--- src/rtl/gray_decoder_pkg.sv ---
// Shared types and helpers for the Gray-code position decoder.
// Holds the tracker state encoding and a width-generic Gray-to-binary conversion.
package gray_pkg;

    // A stray 2'b11 is treated as UNSYNC by the decoder.
    typedef enum logic [1:0] {
        ST_UNSYNC = 2'b00,
        ST_TRACK  = 2'b01,
        ST_FAULT  = 2'b10
    } state_e;

    localparam int GRAY_MAX_W = 32;

    // Bit i of the result is the XOR of g[w-1:i]; bits at or above w are zero.
    function automatic logic [GRAY_MAX_W-1:0] gray2bin(
        input logic [GRAY_MAX_W-1:0] g,
        input int                    w
    );
        logic [GRAY_MAX_W-1:0] b;
        logic                  acc;
        b   = {GRAY_MAX_W{1'b0}};
        acc = 1'b0;
        for (int i = GRAY_MAX_W - 1; i >= 0; i--) begin
            if (i < w) begin
                acc  = acc ^ g[i];
                b[i] = acc;
            end else begin
                b[i] = 1'b0;
            end
        end
        return b;
    endfunction

endpackage

--- src/rtl/gray_decoder_if.sv ---
// Bundle of the decoder's sample inputs and registered status outputs.
// The source side uses master; the decoder uses slave.
interface gray_decoder_if #(
    parameter int W     = 3,
    parameter int POS_W = 8
);
    logic             enable;
    logic [W-1:0]     g;
    logic             clear_err;
    logic [W-1:0]     bin;
    logic             step;
    logic             dir_up;
    logic [POS_W-1:0] pos;
    logic             err;

    modport master (
        output enable, g, clear_err,
        input  bin, step, dir_up, pos, err
    );

    modport slave (
        input  enable, g, clear_err,
        output bin, step, dir_up, pos, err
    );
endinterface

--- src/rtl/gray_decoder_gray_to_bin.sv ---
// Purely combinational W-bit Gray to binary converter.
// Kept standalone so counter benches can reuse it.
module gray_to_bin
    import gray_pkg::*;
#(
    parameter int W = 3
) (
    input  logic [W-1:0] g_i,
    output logic [W-1:0] b_o
);

    logic [GRAY_MAX_W-1:0] wide_s;

    assign wide_s = gray2bin(GRAY_MAX_W'(g_i), W);
    assign b_o    = wide_s[W-1:0];

endmodule

--- src/rtl/gray_decoder.sv ---
// Gray-coded position receiver: tracks single binary steps, accumulates a
// wrapping signed position and latches a sticky error on non-adjacent jumps.
module gray_decoder
    import gray_pkg::*;
#(
    parameter int W     = 3,
    parameter int POS_W = 8
) (
    input  logic           clk,
    input  logic           reset,
    gray_decoder_if.slave  bus
);

    localparam logic [W-1:0]     ONE_W   = W'(1'b1);
    localparam logic [POS_W-1:0] ONE_POS = POS_W'(1'b1);

    state_e           state_q, state_d;
    logic [W-1:0]     prev_q,  prev_d;
    logic [W-1:0]     bin_q,   bin_d;
    logic [POS_W-1:0] pos_q,   pos_d;
    logic             dir_q,   dir_d;
    logic             step_q,  step_d;
    logic             err_q,   err_d;

    logic [W-1:0]     nb_s;
    logic [W-1:0]     bin_inc_s;
    logic [W-1:0]     bin_dec_s;
    logic             same_s;
    logic             is_up_s;
    logic             is_dn_s;

    gray_to_bin #(.W(W)) u_g2b (
        .g_i (bus.g),
        .b_o (nb_s)
    );

    // Adjacency is judged on binary values so 1->6 is illegal despite a 1-bit Gray change.
    assign bin_inc_s = bin_q + ONE_W;
    assign bin_dec_s = bin_q - ONE_W;
    assign same_s    = (bus.g == prev_q);
    assign is_up_s   = (nb_s == bin_inc_s);
    assign is_dn_s   = (nb_s == bin_dec_s);

    // Next-state and next-output logic for the UNSYNC/TRACK/FAULT tracker.
    always_comb begin
        state_d = state_q;
        prev_d  = prev_q;
        bin_d   = bin_q;
        pos_d   = pos_q;
        dir_d   = dir_q;
        step_d  = 1'b0;
        err_d   = err_q;

        case (state_q)
            ST_TRACK: begin
                if (bus.enable) begin
                    if (same_s) begin
                        state_d = ST_TRACK;
                    end else if (is_up_s) begin
                        prev_d = bus.g;
                        bin_d  = nb_s;
                        pos_d  = pos_q + ONE_POS;
                        dir_d  = 1'b1;
                        step_d = 1'b1;
                    end else if (is_dn_s) begin
                        prev_d = bus.g;
                        bin_d  = nb_s;
                        pos_d  = pos_q - ONE_POS;
                        dir_d  = 1'b0;
                        step_d = 1'b1;
                    end else begin
                        err_d   = 1'b1;
                        state_d = ST_FAULT;
                    end
                end else begin
                    state_d = ST_TRACK;
                end
            end
            ST_FAULT: begin
                // Clear is honoured even with enable low; capture waits for the next enabled edge.
                if (bus.clear_err) begin
                    err_d   = 1'b0;
                    state_d = ST_UNSYNC;
                end else begin
                    err_d   = 1'b1;
                end
            end
            default: begin
                if (bus.enable) begin
                    prev_d  = bus.g;
                    bin_d   = nb_s;
                    state_d = ST_TRACK;
                end else begin
                    state_d = ST_UNSYNC;
                end
            end
        endcase
    end

    // State and output registers with asynchronous reset.
    always_ff @(posedge clk or posedge reset) begin
        if (reset) begin
            state_q <= ST_UNSYNC;
            prev_q  <= {W{1'b0}};
            bin_q   <= {W{1'b0}};
            pos_q   <= {POS_W{1'b0}};
            dir_q   <= 1'b0;
            step_q  <= 1'b0;
            err_q   <= 1'b0;
        end else begin
            state_q <= state_d;
            prev_q  <= prev_d;
            bin_q   <= bin_d;
            pos_q   <= pos_d;
            dir_q   <= dir_d;
            step_q  <= step_d;
            err_q   <= err_d;
        end
    end

    assign bus.bin    = bin_q;
    assign bus.pos    = pos_q;
    assign bus.dir_up = dir_q;
    assign bus.step   = step_q;
    assign bus.err    = err_q;

endmodule

--- src/flat_wrapper.sv ---
// flat-port wrapper written by rule: the top's interface ports become plain ports
module gray_decoder_flat import gray_pkg::*;
#(
    parameter int W     = 3,
    parameter int POS_W = 8
)
  (clk, reset, bus_enable, bus_g, bus_clear_err, bus_bin, bus_step, bus_dir_up, bus_pos, bus_err);
  gray_decoder_if #(.W(W), .POS_W(POS_W)) bus_i ();
  input  logic clk;
  input  logic reset;
  input wire logic [$bits(bus_i.enable)-1:0] bus_enable;
  input wire logic [$bits(bus_i.g)-1:0] bus_g;
  input wire logic [$bits(bus_i.clear_err)-1:0] bus_clear_err;
  output wire logic [$bits(bus_i.bin)-1:0] bus_bin;
  output wire logic [$bits(bus_i.step)-1:0] bus_step;
  output wire logic [$bits(bus_i.dir_up)-1:0] bus_dir_up;
  output wire logic [$bits(bus_i.pos)-1:0] bus_pos;
  output wire logic [$bits(bus_i.err)-1:0] bus_err;
  assign bus_i.enable = bus_enable;
  assign bus_i.g = bus_g;
  assign bus_i.clear_err = bus_clear_err;
  assign bus_bin = bus_i.bin;
  assign bus_step = bus_i.step;
  assign bus_dir_up = bus_i.dir_up;
  assign bus_pos = bus_i.pos;
  assign bus_err = bus_i.err;
  gray_decoder #(.W(W), .POS_W(POS_W)) u_core (.clk(clk), .reset(reset), .bus(bus_i));
endmodule
--- config.mk ---
export PLATFORM = sky130hd
export DESIGN_NAME = gray_decoder_flat
export DESIGN_NICKNAME = d
export VERILOG_FILES = /design/src/rtl/gray_decoder_pkg.sv /design/src/rtl/gray_decoder_if.sv /design/src/rtl/gray_decoder_gray_to_bin.sv /design/src/rtl/gray_decoder.sv /design/src/flat_wrapper.sv
export SDC_FILE = /design/constraint.sdc
export NUM_CORES = 1
export LEC_CHECK = 0
export BUFFER_PORTS_ARGS = -buffer_cell sky130_fd_sc_hd__clkbuf_2
export CAP_MARGIN = 20
export CORE_MARGIN = 5
export CORE_UTILIZATION = 30
export DETAILED_ROUTE_END_ITERATION = 8
export SYNTH_ARGS = -nofsm -noshare
export SYNTH_HDL_FRONTEND = slang
export SYNTH_SLANG_ARGS = --single-unit
--- constraint.sdc ---
create_clock -name clk -period 6.12 [get_ports clk]
set_input_delay 0.306 -clock clk [delete_from_list [all_inputs] [get_ports clk]]
set_output_delay 0.306 -clock clk [all_outputs]
set_load 0.01 [all_outputs]
==> reports/results.ini <==
[grt]
grt_start_max_net_pins = 19
grt_pass1_wl_mm = 4.48
antenna_found_initial = 0
grt_remaining_overflow = 0
grt_pass1_vias = 969
grt_use_total_pct = 9.03

[cts]
cts_tree = built
cts_sinks = 18
ctsLongestPathBuffers = 2
worstSkewPairLatency_ns = 0.25
cts_repair_resize_count = 0
cts_setup_buffers = 0
cts_made_buffers = 3
root_buffer = clkbuf_8
htree_levels = 1
cts.hold.buffers_added = 0
clk_pin_slew_worst_paths_ns = 0.07

[worst_setup_path]
worstSetupStartpointType = register
worst_setup_path_end_kind = register
path_class = register to register
cp_data_arrival_time_ns = 3.66
cp_data_required_time_ns = 6.26
worst-path-max-fanout = 8
regToRegStartpoint = u_core.bus.bin[0]$_DFFE_PP0P_
cp-startpoint = u_core.bus.bin[0]$_DFFE_PP0P_
r2r_slack_ns = 2.60

[logic_synthesis]
synth_fa_ha_area_share_pct = 11.0
synth_flop_cell = dfrtp_1
synthXorXnorAreaFrac_pct = 14.4
synth.avg_cell_area_um2 = 10.6
yosysSeqAreaShare_pct = 34.0
synth_common_cells = dfrtp_1, nand2_1, xnor2_1
synth_area_leaders = dfrtp_1, ha_1, xnor2_1, mux2_4, nand2_1
syn_nets = 143
synth_top_family_by_area = compound AO/OA/AOI/OAI gates
ys_warn_count = 0
yosysTopAreaCellShare_pct = 34.0
synth_compound_area_share_pct = 17.7
yosysMostFrequentCell = dfrtp_1
muxShareOfSynthArea_pct = 8.32
synth_top_area_cell = dfrtp_1
synth.distinct_cells = 39
synthArstFlopShare_pct = 100
yosys.area_share.simple_pct = 9.36
syn_area_um2 = 1320
synth_cells = 125
synth-edff-count = 0
ys_seq_elements = 18

[floorplanning]
die-area_um2 = 5840
die_h_um = 76.4
ios = 21
chipWidth_um = 76.4
coreArea_um2 = 4320
num_rows = 24
start_util_pct = 30.6

[route]
firstDrtPassIters = 4
routed_via_density = 4.73
route.detailed.wl_per_inst_um = 12.9
vias = 931
ant_nets = 0
drt-total-wl_mm = 2.55
drc_errors = 0
first_iter_violations = 39

[sta]
post-route-period-util_pct = 57.5
max_freq_ghz = 0.284
slew_viol_final = 0
fin_ws_ns = 2.60
finalHoldViolCount = 0
finalSetupTns_ns = 0
fin_crit_ns = 3.52
setup_viol = 0
skew_ns = 0.00174
grt_setup_unrepaired = no
slew_headroom_pct = 52.0
worstMarginPinSlew_ns = 0.719

[place]
post-place-ws_ns = 2.62
hpwl_mm = 2.05
dp.cells = 193
gp_congestion = 0.715
place_area_um2 = 1460
port_buffers = 20

[cells_and_area]
syn_to_final_growth_pct = 14.5
finalNonFillerCells = 197
nets = 164
fin_area_um2 = 1520
antenna_cells = 0
layout-drive-gt1-share_pct = 28.3

[worst_hold_path]
hold_class = primary input to async pin

[power_and_ir_drop]
p_per_area_nw_per_um2 = 639
p_leak_nw = 0.716
total_power_uw = 969
vdd_drop_max_mv = 0.196

[outcome]
status = completed

[run]
cap_violations = 0

==> layout by cell type, fill, tap and decap left out, drive strengths merged, types with 2 or more instances in the layout <==
cell type,count
a31o,2
nor2,5
a21o,4
mux2,7
a211oi,2
o21ai,9
inv,11
mux2i,2
nor2b,2
xor2,4
a21oi,8
xnor2,12
dfrtp,18
nand3,3
clkbuf,24
ha,10
nand2,12
==> sequential cells by signal, summed over array words and instances (netlist names) <==
name / flops
u_core.bus.step: 1
u_core.bus.bin: 2
u_core.prev_q: 3
u_core.state_q: 2
u_core.bus.dir_up: 1
u_core.bus.pos: 8
u_core.bus.err: 1
==> where the power goes <==
group          switching [mW]  internal (mW)
logic                   0.341          0.306
clock network          0.0420         0.0572
registers              0.0520          0.171
total                   0.435          0.534
==> critical path: stages (launching register included) <==
cell      delay [ns]
dfrtp_1         0.49
inv_1           0.13
ha_1            0.34
xor2_2          0.17
or3_1           0.35
a21oi_1         0.24
inv_1           0.20
fa_1            0.44
a21o_1          0.17
a21oi_1         0.22
o21bai_1        0.11
a21oi_1         0.18
xnor2_1         0.08
mux2_1          0.29
==> through the flow <==
step,utilization (%),hold WS [ns]
final,35.0,0.140
after global routing,35.0,0.215
after CTS,35.0,0.167
after detailed placement,33.8,0.452
after global placement,33.8,0.446
after floorplan,-,0.245
==> per-layer routing <==
metal	vias to the layer above	wire [µm]	GRT usage, %
met5	-	0	0
met4	0	8	1.05
met3	2	111	2.72
met2	21	1240	16.0
met1	441	1180	11.0
li1	467	-	-
==> final timing paths <==
kind                                                 end  cells after the start
setup / recovery           u_core.bus.pos[6]$_DFFE_PP0P_                     13
hold / removal                u_core.bus.err$_DFFE_PP0P_                      2
setup reg to reg           u_core.bus.pos[6]$_DFFE_PP0P_                     13
hold reg to reg            u_core.bus.pos[7]$_DFFE_PP0P_                      1
max in group asynchronous  u_core.bus.pos[3]$_DFFE_PP0P_                      2
min in group clk            u_core.prev_q[0]$_DFFE_PP0P_                      2
==> cells by family (layout without fill, tap and decap cells) <==
family                   Yosys count  count (layout)
flip-flops                        18              18
buffers and inverters             15              35
AO/OA/AOI/OAI                     29              29
AND/OR/NAND/NOR                   26              26
XOR/XNOR                          17              17
adder cells (fa/ha/maj)           11              11
multiplexers                       9               9
==> area by class of cell <==
class | instances | area [µm²]
clock buffers | 4 | 55.1
fillers | 446 | 2810
inverters | 11 | 41.3
multi-input cells | 92 | 803
flip-flops and latches | 18 | 450
well taps | 52 | 65.1
repair buffers | 20 | 100
(Power assumes the default switching activity.)
